## src/rtl/bcd_to_bin_seq.sv

```systemverilog
// bcd_to_bin_seq: sequential MSD-first multi-digit BCD to binary decoder with start/ready/done handshake
module bcd_to_bin_seq #(
    parameter int DIGITS = 4,
    parameter int BIN_W  = 14
) (
    input  logic                  clk,
    input  logic                  rst_n,
    input  logic                  start,
    input  logic [4*DIGITS-1:0]   bcd_in,
    output logic                  ready,
    output logic                  done,
    output logic [BIN_W-1:0]      bin_out,
    output logic                  err
);
    localparam int CW = $clog2(DIGITS + 1);
    typedef enum logic [1:0] {IDLE, CONV, DONE} state_t;
    state_t state, state_nxt;
    logic [4*DIGITS-1:0] sr;
    logic [BIN_W-1:0] acc, acc_nxt;
    logic [CW-1:0] cnt;
    logic err_c, err_r, last;
    assign ready   = state == IDLE;
    assign done    = state == DONE;
    assign last    = cnt == CW'(DIGITS - 1);
    assign acc_nxt = (acc << 3) + (acc << 1) + BIN_W'(sr[4*DIGITS-1 -: 4]);
    // flag any non-decimal nibble in the incoming word
    always_comb begin
        err_c = 1'b0;
        for (int i = 0; i < DIGITS; i++) err_c = err_c | (bcd_in[4*i +: 4] > 4'd9);
    end
    // state register
    always_ff @(posedge clk or negedge rst_n) begin
        if (!rst_n) state <= IDLE;
        else        state <= state_nxt;
    end
    // next state: accept in IDLE, run DIGITS steps, one DONE cycle
    always_comb begin
        state_nxt = state;
        case (state)
            IDLE:    state_nxt = start ? CONV : IDLE;
            CONV:    state_nxt = last ? DONE : CONV;
            default: state_nxt = IDLE;
        endcase
    end
    // datapath: capture, accumulate acc*10+digit, publish result on the final step
    always_ff @(posedge clk or negedge rst_n) begin
        if (!rst_n) begin
            sr      <= '0;
            acc     <= '0;
            cnt     <= '0;
            err_r   <= 1'b0;
            bin_out <= '0;
            err     <= 1'b0;
        end else if (state == IDLE && start) begin
            sr    <= bcd_in;
            err_r <= err_c;
            acc   <= '0;
            cnt   <= '0;
        end else if (state == CONV) begin
            acc <= acc_nxt;
            sr  <= sr << 4;
            cnt <= cnt + CW'(1);
            if (last) begin
                bin_out <= err_r ? '0 : acc_nxt;
                err     <= err_r;
            end
        end
    end
endmodule

```

## config.mk

```make
export PLATFORM = sky130hd
export DESIGN_NAME = bcd_to_bin_seq
export DESIGN_NICKNAME = d
export VERILOG_FILES = /design/src/rtl/bcd_to_bin_seq.sv
export SDC_FILE = /design/constraint.sdc
export NUM_CORES = 1
export LEC_CHECK = 0
export CELL_PAD_IN_SITES_DETAIL_PLACEMENT = 2
export CELL_PAD_IN_SITES_GLOBAL_PLACEMENT = 2
export CORE_MARGIN = 2
export CORE_UTILIZATION = 37
export DETAILED_ROUTE_END_ITERATION = 6
export PLACE_DENSITY = 0.87
export SYNTH_ARGS = -nofsm -noshare
export SYNTH_HDL_FRONTEND = slang
export SYNTH_SLANG_ARGS = --single-unit
export TNS_END_PERCENT = 50
```

## constraint.sdc

```tcl
create_clock -name clk -period 4 [get_ports clk]
set_clock_uncertainty 0.1 [all_clocks]
set_input_delay 0.4 -clock clk [delete_from_list [all_inputs] [get_ports clk]]
set_output_delay 0.4 -clock clk [all_outputs]
set_load 0.05 [all_outputs]
```

==> results.sh, run 1 <==
export IMPL_num_vias=2231
export IMPL_globalRouteMet3Util_pct=3.51
export IMPL_yosysWarningCount=0
export IMPL_cts_resized=0
export IMPL_drive_gt1_share_pct=5.52
export IMPL_criticalPathCategory="reg -> reg"
export IMPL_area_growth_synth_to_final_pct=20.0
export IMPL_cts_tree="yes"
export IMPL_die_width_um=89.3
export IMPL_wl_per_cell_um=19.0
export IMPL_use_met1_pct=25.5
export IMPL_synth_avg_cell_area_um2=9.82
export IMPL_synth_async_reset_ratio_pct=100
export IMPL_gr_total_overflow=0
export IMPL_route_detailed_drc=0
export IMPL_grt_busiest_layer="met2"
export IMPL_layout_common_cells="nand2_1, dfrtp_1, clkdlybuf4s50_1"
export IMPL_clkSinkCount=50
export IMPL_use_met2_pct=39.7
export IMPL_final_nets=352
export IMPL_critical_path_required_ns=4.11
export IMPL_routed_wl_mm=7.75
export IMPL_worst_slack_ns=1.27
export IMPL_max_cap_violations=0
export IMPL_grt_total_usage_pct=21.4
export IMPL_cp_max_fo=3
export IMPL_worstSetupStartpointType="flip-flop"
export IMPL_tightest_slew_ns=1.02
export IMPL_portBuffers=35
export IMPL_synth_enable_flop_cells=0
export IMPL_min_delay_path_class="in -> async"
export IMPL_insertion_delay_ns=0.31
export IMPL_layout_worst_path_cycle_share_pct=68.2
export IMPL_ios=36
export IMPL_die_area_mm2=0.00797
export IMPL_post_route_util_pct=45.2
export IMPL_hold_buffers=0
export IMPL_synth_cells=274
export IMPL_core_mm2=0.00714
export IMPL_status="complete, no violations"
export IMPL_antenna_found_initial=0
export IMPL_layout_commonest_cell="nand2_1"
export IMPL_grt_max_degree=51
export IMPL_synth_seq_cells=50
export IMPL_max_freq_mhz=367
export IMPL_cts_setup_buffers=0
export IMPL_setup_tns_final_ns=0
export IMPL_grt_pass1_vias=2487
export IMPL_place_ws_ns=1.29
export IMPL_rsz0062_at_grt="false"
export IMPL_clock_path_buffers=2
export IMPL_antenna_cells=0
export IMPL_cp_startpoint="acc[0]$_DFFE_PN0P_"
export IMPL_ant_nets=0
export IMPL_hpwlAfterDp_mm=5.70
export IMPL_start_util_pct=37.7
export IMPL_period_needed_ns=2.73
export IMPL_setup_viol=0
export IMPL_endpoint_kind="flip-flop"
export IMPL_arrival_ns=2.84
export IMPL_place_gp_congestion=0.806
export IMPL_r2r_slack_ns=1.27
export IMPL_num_rows=31
export IMPL_syn_nets=319
export IMPL_finalHoldViolations=0
export IMPL_slew_violations=0
export IMPL_first_iter_violations=87
export IMPL_fp_dieH_um=89.3
export IMPL_yosys_most_used_dff="dfrtp_1"
export IMPL_dr_pass1_iters=4
export IMPL_worstReg2RegStart="acc[0]$_DFFE_PN0P_"
export IMPL_synth_cell_types=39
export IMPL_grt_pass1_wl_mm=12.7
export IMPL_clk_pin_slew_ns=0.10
export IMPL_slew_headroom_pct=32.3
export IMPL_routed_via_density=5.48
export IMPL_cts_htree_levels=2
export IMPL_yosysSeqAreaShare_pct=46.5
export IMPL_cts_buffers=5
export IMPL_syn_area_mm2=0.00269
export IMPL_cts_root_buffer="clkbuf_8"
Yosys cell counts, types with 3 or more instances:
cell       count  area, µm²
nand2_1       55        206
dfrtp_1       50       1250
ha_1          24        300
o21ai_0       22        110
a22oi_1       11       82.6
clkbuf_1       9       33.8
inv_1          9       33.8
nand3_1        9       45.0
a21oi_1        8       40.0
o31ai_1        7       52.6
a21o_1         6       45.0
nand2b_1       6       37.5
nor2_1         6       22.5
nor3_1         4       20.0
xnor2_1        4       35.0
a22o_1         3       26.3
a32o_1         3       30.0
buf_2          3       15.0
o2bb2ai_1      3       26.3
or3_1          3       18.8
xor2_1         3       26.3
registers in the layout, indices dropped and copies added, names as in the netlist:
name and cells:
acc 13, bin_out 14, cnt 3, err 1
err_r 1, sr 16, state 2
critical path, stage by stage, from the launching register on:
cell	delay, ns
dfrtp_1	0.40
inv_1	0.11
fa_1	0.49
fa_1	0.50
nand2b_1	0.20
a21o_1	0.21
a21boi_0	0.20
o21ai_0	0.15
a31o_2	0.26
cell type report:
cell class | instances | area [µm²]
clock buffer | 6 | 72.6
clock inverter | 2 | 17.5
fill | 784 | 3910
inverter | 9 | 33.8
multi-input combinational | 202 | 1350
sequential | 50 | 1250
tap | 99 | 124
timing repair buffer | 39 | 375
metal layers:
metal,part of all wire (%),wire (µm)
met5,0,0
met4,0.97,75
met3,2.2,169
met2,55,4250
met1,42,3250
through the flow:
step           instance area (µm²)  cells  hold WS (ns)
2_1_floorplan                 2690    274       0.00441
3_3_place_gp                  3140    399         0.361
3_5_place_dp                  3140    399         0.368
4_1_cts                       3230    407         0.107
5_1_grt                       3230    407         0.145
6_report                      3230    407        0.0816
final timing paths:
check	to	depth (start not counted)
worst max-delay path	acc[12]$_DFFE_PN0P_	8
worst min-delay path	bin_out[11]$_DFFE_PN0P_	2
max in group asynchronous	acc[1]$_DFFE_PN0P_	2
min in group clk	sr[8]$_DFFE_PN0P_	2
worst max register to register	acc[12]$_DFFE_PN0P_	8
worst min register to register	sr[8]$_DFFE_PN0P_	2
cell families after synthesis:
group | count (synthesis) | share of synthesized area, %
AOI/OAI and AO/OA | 76 | 19.7
xor gates and xnor gates | 7 | 2.28
adders and majority gates | 26 | 12.7
buffers and inverters | 22 | 3.21
DFF | 50 | 46.5
muxes | 1 | 0.419
and+or+nand+nor | 92 | 15.2
Power of run 1 is left out: the tool's default activity adds up to more than one toggle a clock period on the data nets, which glitch-free logic cannot reach.
==> run 2, diff against run 1 <==
--- a/config.mk
+++ b/config.mk
@@ -8,9 +8,9 @@
 export CELL_PAD_IN_SITES_DETAIL_PLACEMENT = 2
 export CELL_PAD_IN_SITES_GLOBAL_PLACEMENT = 2
 export CORE_MARGIN = 2
-export CORE_UTILIZATION = 37
+export CORE_UTILIZATION = 31
 export DETAILED_ROUTE_END_ITERATION = 6
-export PLACE_DENSITY = 0.87
+export PLACE_DENSITY = 0.78
 export SYNTH_ARGS = -nofsm -noshare
 export SYNTH_HDL_FRONTEND = slang
 export SYNTH_SLANG_ARGS = --single-unit
==> constraint.sdc (replaced) <==
create_clock -name clk -period 2.25 [get_ports clk]
set_clock_uncertainty 0.1 [all_clocks]
set_input_delay 0.225 -clock clk [delete_from_list [all_inputs] [get_ports clk]]
set_output_delay 0.225 -clock clk [all_outputs]
set_load 0.05 [all_outputs]
==> run 2 against run 1 <==
  * First-iteration DRC count is 16% lower
  * Worst hold slack better by 0.24 ns
  * Flip-flop and latch count stayed put
  * Maximum frequency is 5.8% higher
  * Critical path depth is 1 higher
  * Via count is 6.3% higher
  * Global-route usage is 2.1 points lower
  * Core utilization is 1.1 points lower
  * The flow now finishes with violations (setup timing)
  * Final area is 13% higher
  * Setup slack worse by 1.6 ns
==> results.sh, run 2 (synthesis results as in run 1) <==
export IMPL_fillers=874
export IMPL_tightest_slew_ns=0.807
export IMPL_worst_slack_ns=-0.328
export IMPL_r2r_slack_ns=-0.33
export IMPL_finalHoldViolations=0
export IMPL_wl_per_cell_um=20.3
export IMPL_ios=36
export IMPL_cpPeakStageDelay_ns=0.58
export IMPL_worst_path_stages=9
export IMPL_setup_viol=19
export IMPL_endpoint_kind="flip-flop"
export IMPL_gr_total_overflow=0
export IMPL_die_width_um=97.2
export IMPL_routed_via_density=5.33
export IMPL_antenna_cells=0
export IMPL_cts_buffers=5
export IMPL_clkSinkCount=50
export IMPL_route_detailed_drc=0
export IMPL_slew_headroom_pct=46.0
export IMPL_place_gp_congestion=0.803
export IMPL_hpwlAfterDp_mm=5.76
export IMPL_antenna_found_initial=0
export IMPL_die_area_mm2=0.00944
export IMPL_holdWs_ns=0.317
export IMPL_max_freq_mhz=388
export IMPL_slew_violations=0
export IMPL_arrival_ns=2.69
export IMPL_critical_path_required_ns=2.36
export IMPL_num_rows=33
export IMPL_layout_worst_path_cycle_share_pct=115
export IMPL_layout_commonest_cell="nand2_1"
export IMPL_insertion_delay_ns=0.31
export IMPL_grt_pass1_vias=2676
export IMPL_first_iter_violations=73
export IMPL_rsz0062_at_grt="true"
export IMPL_cts_root_buffer="clkbuf_8"
export IMPL_core_mm2=0.00830
export IMPL_grt_total_usage_pct=19.3
export IMPL_clock_path_buffers=2
export IMPL_cts_tree="yes"
export IMPL_layout_common_cells="nand2_1, dfrtp_1, clkdlybuf4s50_1, buf_4, ha_1"
export IMPL_area_growth_synth_to_final_pct=36.0
export IMPL_routed_wl_mm=9.05
export IMPL_start_util_pct=32.4
export IMPL_cp_slowest_cell="fa_1"
export IMPL_num_vias=2372
export IMPL_grt_pass1_wl_mm=14.5
export IMPL_clk_pin_slew_ns=0.10
export IMPL_worstSetupStartpointType="flip-flop"
export IMPL_largest_reg_flops=16
export IMPL_max_cap_violations=0
export IMPL_largest_register="sr"
export IMPL_path_cells="inv_2, fa_1, inv_1, ha_1, a21o_1, nand4_1, a21oi_2, or3_1, a32o_1"
export IMPL_failed_checks="setup timing"
export IMPL_path_buf_inv=2
export IMPL_dr_pass1_iters=4
export IMPL_criticalPathCategory="reg -> reg"
export IMPL_top_regs="sr: 16 flops, bin_out: 14 flops, acc: 13 flops"
export IMPL_fp_dieH_um=97.2
export IMPL_place_ws_ns=-0.284
export IMPL_grt_max_degree=51
export IMPL_cts_htree_levels=2
export IMPL_critical_path_top_delay_family="adder cells"
export IMPL_cp_max_fo=4
export IMPL_period_needed_ns=2.58
export IMPL_min_delay_path_class="in -> async"
export IMPL_ant_nets=0
export IMPL_portBuffers=35
export IMPL_reg2reg_depth=9
export IMPL_status="complete, but fails checks"
export IMPL_final_nets=384
export IMPL_drive_gt1_share_pct=21.8
[run 2: cell type report]
type,instances,area (µm²),share of cell area (%)
clock inverter,2,37.5,1.03
clock buffer,6,72.6,1.98
sequential,50,1250,34.2
timing repair buffer,71,631,17.2
inverter,9,33.8,0.923
tap,105,131,3.59
multi-input combinational,202,1500,41.0
[run 2: worst paths after layout]
check,startpoint,endpoint
min in group clk,bcd_in[0],sr[0]$_DFFE_PN0P_
max in group asynchronous,rst_n,acc[4]$_DFFE_PN0P_
worst min register to register,bin_out[3]$_DFFE_PN0P_,bin_out[3]$_DFFE_PN0P_
worst max register to register,sr[15]$_DFFE_PN0P_,bin_out[13]$_DFFE_PN0P_
worst min-delay path,rst_n,cnt[2]$_DFFE_PN0P_
worst max-delay path,sr[15]$_DFFE_PN0P_,bin_out[13]$_DFFE_PN0P_
[run 2: metal layers]
metal / share of wire [%] / GRT usage [%] / routed length (µm)
met1: 42 / 23.5 / 3850
met2: 54 / 36.0 / 4890
met3: 2.7 / 2.88 / 247
met4: 0.72 / 3.79 / 65
met5: 0 / 0 / 0
[run 2: tightest hold or removal path, stage by stage]
cell and delay [ns]:
dlygate4sd3_1 0.51, buf_2 0.12, buf_12 0.26
[run 2: per-stage QoR]
step	area, µm²	utilization [%]	setup TNS, ns	cells
floorplan	2690	-	-0.251	274
global placement	3330	40.1	-1.89	428
detailed placement	3330	40.1	-2.84	428
CTS	3550	42.8	-3.39	441
global route	3660	44.1	-6.00	445
finish	3660	44.1	-4.10	445
[run 2: timing repair]
item / 4_1_cts / 5_1_grt
endpoints found under the setup margin: 15 / 19
gates resized for setup: 17 / 14
buffers inserted: 4 / 4
hold endpoints to repair: 50 / 0
cloned: 0 / 0
hold buffers: 1 / 0
pin swaps: 10 / 9
Power of run 2 is left out for the same reason.
==> run 3, diff against run 2 <==
--- a/config.mk
+++ b/config.mk
@@ -7,6 +7,7 @@
 export LEC_CHECK = 0
 export CELL_PAD_IN_SITES_DETAIL_PLACEMENT = 2
 export CELL_PAD_IN_SITES_GLOBAL_PLACEMENT = 2
+export CORE_ASPECT_RATIO = 1.2
 export CORE_MARGIN = 2
 export CORE_UTILIZATION = 31
 export DETAILED_ROUTE_END_ITERATION = 6
==> run 3 against run 2 <==
  * The run still ends with setup timing left
  * Global-route usage grew 0.33 points
  * Clock-buffer cell count grew 2
  * Setup slack gained 0.050 ns
  * Critical path type unchanged
  * Critical path depth is the same
  * Die area is essentially flat
  * Sequential share of layout area shrank 0.90 points
  * Largest cell class unchanged
==> results.sh, run 3 (synthesis results as in run 1) <==
export IMPL_portBuffers=35
export IMPL_die_area_mm2=0.00944
export IMPL_num_rows=37
export IMPL_largest_reg_flops=16
export IMPL_dr_pass1_iters=4
export IMPL_cp_slowest_cell="fa_1"
export IMPL_path_cells="inv_2, fa_1, inv_1, ha_1, a21o_1, nand4_1, a21oi_1, o21a_1, o41ai_2"
export IMPL_drive_gt1_share_pct=24.3
export IMPL_slew_violations=0
export IMPL_holdWs_ns=0.333
export IMPL_area_growth_synth_to_final_pct=39.7
export IMPL_clock_path_buffers=2
export IMPL_die_width_um=89.0
export IMPL_ios=36
export IMPL_criticalPathCategory="reg -> reg"
export IMPL_num_vias=2370
export IMPL_core_mm2=0.00852
export IMPL_routed_via_density=5.12
export IMPL_largest_register="sr"
export IMPL_cts_buffers=5
export IMPL_grt_pass1_wl_mm=14.2
export IMPL_grt_total_usage_pct=19.6
export IMPL_fp_dieH_um=106
export IMPL_slew_headroom_pct=43.4
export IMPL_antenna_cells=0
export IMPL_arrival_ns=2.63
export IMPL_max_freq_mhz=396
export IMPL_final_nets=390
export IMPL_ant_nets=0
export IMPL_rsz0062_at_grt="true"
export IMPL_grt_pass1_vias=2674
export IMPL_tightest_slew_ns=0.846
export IMPL_cts_root_buffer="clkbuf_8"
export IMPL_critical_path_required_ns=2.35
export IMPL_grt_max_degree=29
export IMPL_layout_commonest_cell="nand2_1"
export IMPL_min_delay_path_class="in -> async"
export IMPL_clkSinkCount=50
export IMPL_cts_htree_levels=2
export IMPL_clk_pin_slew_ns=0.10
export IMPL_first_iter_violations=98
export IMPL_place_ws_ns=-0.290
export IMPL_hpwlAfterDp_mm=6.04
export IMPL_cp_max_fo=4
export IMPL_start_util_pct=31.6
export IMPL_layout_worst_path_cycle_share_pct=112
export IMPL_status="complete, but fails checks"
export IMPL_worstSetupStartpointType="flip-flop"
export IMPL_post_route_util_pct=44.1
export IMPL_period_needed_ns=2.53
export IMPL_max_cap_violations=0
export IMPL_top_regs="sr: 16 flops, bin_out: 14 flops, acc: 13 flops"
export IMPL_failed_checks="setup timing"
export IMPL_routed_wl_mm=8.71
export IMPL_finalHoldViolations=0
export IMPL_endpoint_kind="flip-flop"
export IMPL_setup_viol=17
export IMPL_gr_total_overflow=0
export IMPL_antenna_found_initial=0
export IMPL_insertion_delay_ns=0.31
export IMPL_worst_slack_ns=-0.278
export IMPL_route_detailed_drc=0
export IMPL_cts_tree="yes"
export IMPL_wl_per_cell_um=18.8
export IMPL_reg2reg_depth=9
export IMPL_place_gp_congestion=0.823
export IMPL_layout_common_cells="nand2_1, dfrtp_1, buf_4"
export IMPL_cpPeakStageDelay_ns=0.55
[run 3: cell types whose count changed in the layout (fill, tap and decap cells not counted), sizes merged]
cell	change
clkinvlp	-1
buf	+6
clkbuf	+2
bufinv	-1
[run 3: cell type report]
| type | instances | area (µm²) |
|---|---|---|
| Inverter | 9 | 33.8 |
| Multi-Input combinational cell | 202 | 1540 |
| Timing Repair Buffer | 77 | 676 |
| Fill cell | 921 | 4760 |
| Clock buffer | 8 | 110 |
| Tap cell | 117 | 146 |
| Sequential cell | 50 | 1250 |
[run 3: worst paths after layout]
path,start,to,slack (ns)
max reg2reg,sr[15]$_DFFE_PN0P_,bin_out[9]$_DFFE_PN0P_,-0.28
max,sr[15]$_DFFE_PN0P_,bin_out[9]$_DFFE_PN0P_,-0.28
max in group asynchronous,rst_n,state[1]$_DFF_PN0_,1.16
min in group clk,bcd_in[0],sr[0]$_DFFE_PN0P_,0.35
min,rst_n,sr[14]$_DFFE_PN0P_,0.33
min reg2reg,sr[5]$_DFFE_PN0P_,sr[5]$_DFFE_PN0P_,0.39
[run 3: metal layers]
layer,share of wire (%),vias to the layer above,global-route usage (%)
met3,1.8,12,2.80
li1,-,1120,-
met2,57,30,36.0
met5,0,-,0
met1,39,1208,23.2
met4,1.5,0,5.65
[run 3: repair_timing]
action,4_1_cts,5_1_grt
endpoints found under the setup margin,17,19
pin swaps,13,15
endpoints found under the hold margin,23,0
gates resized for setup,24,11
setup buffers,5,3
hold buffers,1,0
[run 3: critical path, delay by kind of cell, from the launching register on]
family | cells | cell delay (ns)
compound gates | 4 | 0.84
flops | 1 | 0.36
fa+ha+maj | 2 | 0.82
simple gates | 1 | 0.19
buf+inv | 2 | 0.10
[run 3: metrics by stage]
| stage | instances | area (µm²) | TNS [ns] |
|---|---|---|---|
| floorplan | 274 | 2690 | -0.251 |
| global placement | 446 | 3390 | -1.61 |
| detailed placement | 446 | 3390 | -2.79 |
| CTS | 460 | 3670 | -2.67 |
| global route | 463 | 3760 | -4.72 |
| finish | 463 | 3760 | -2.78 |
Power of run 3 is left out for the same reason.
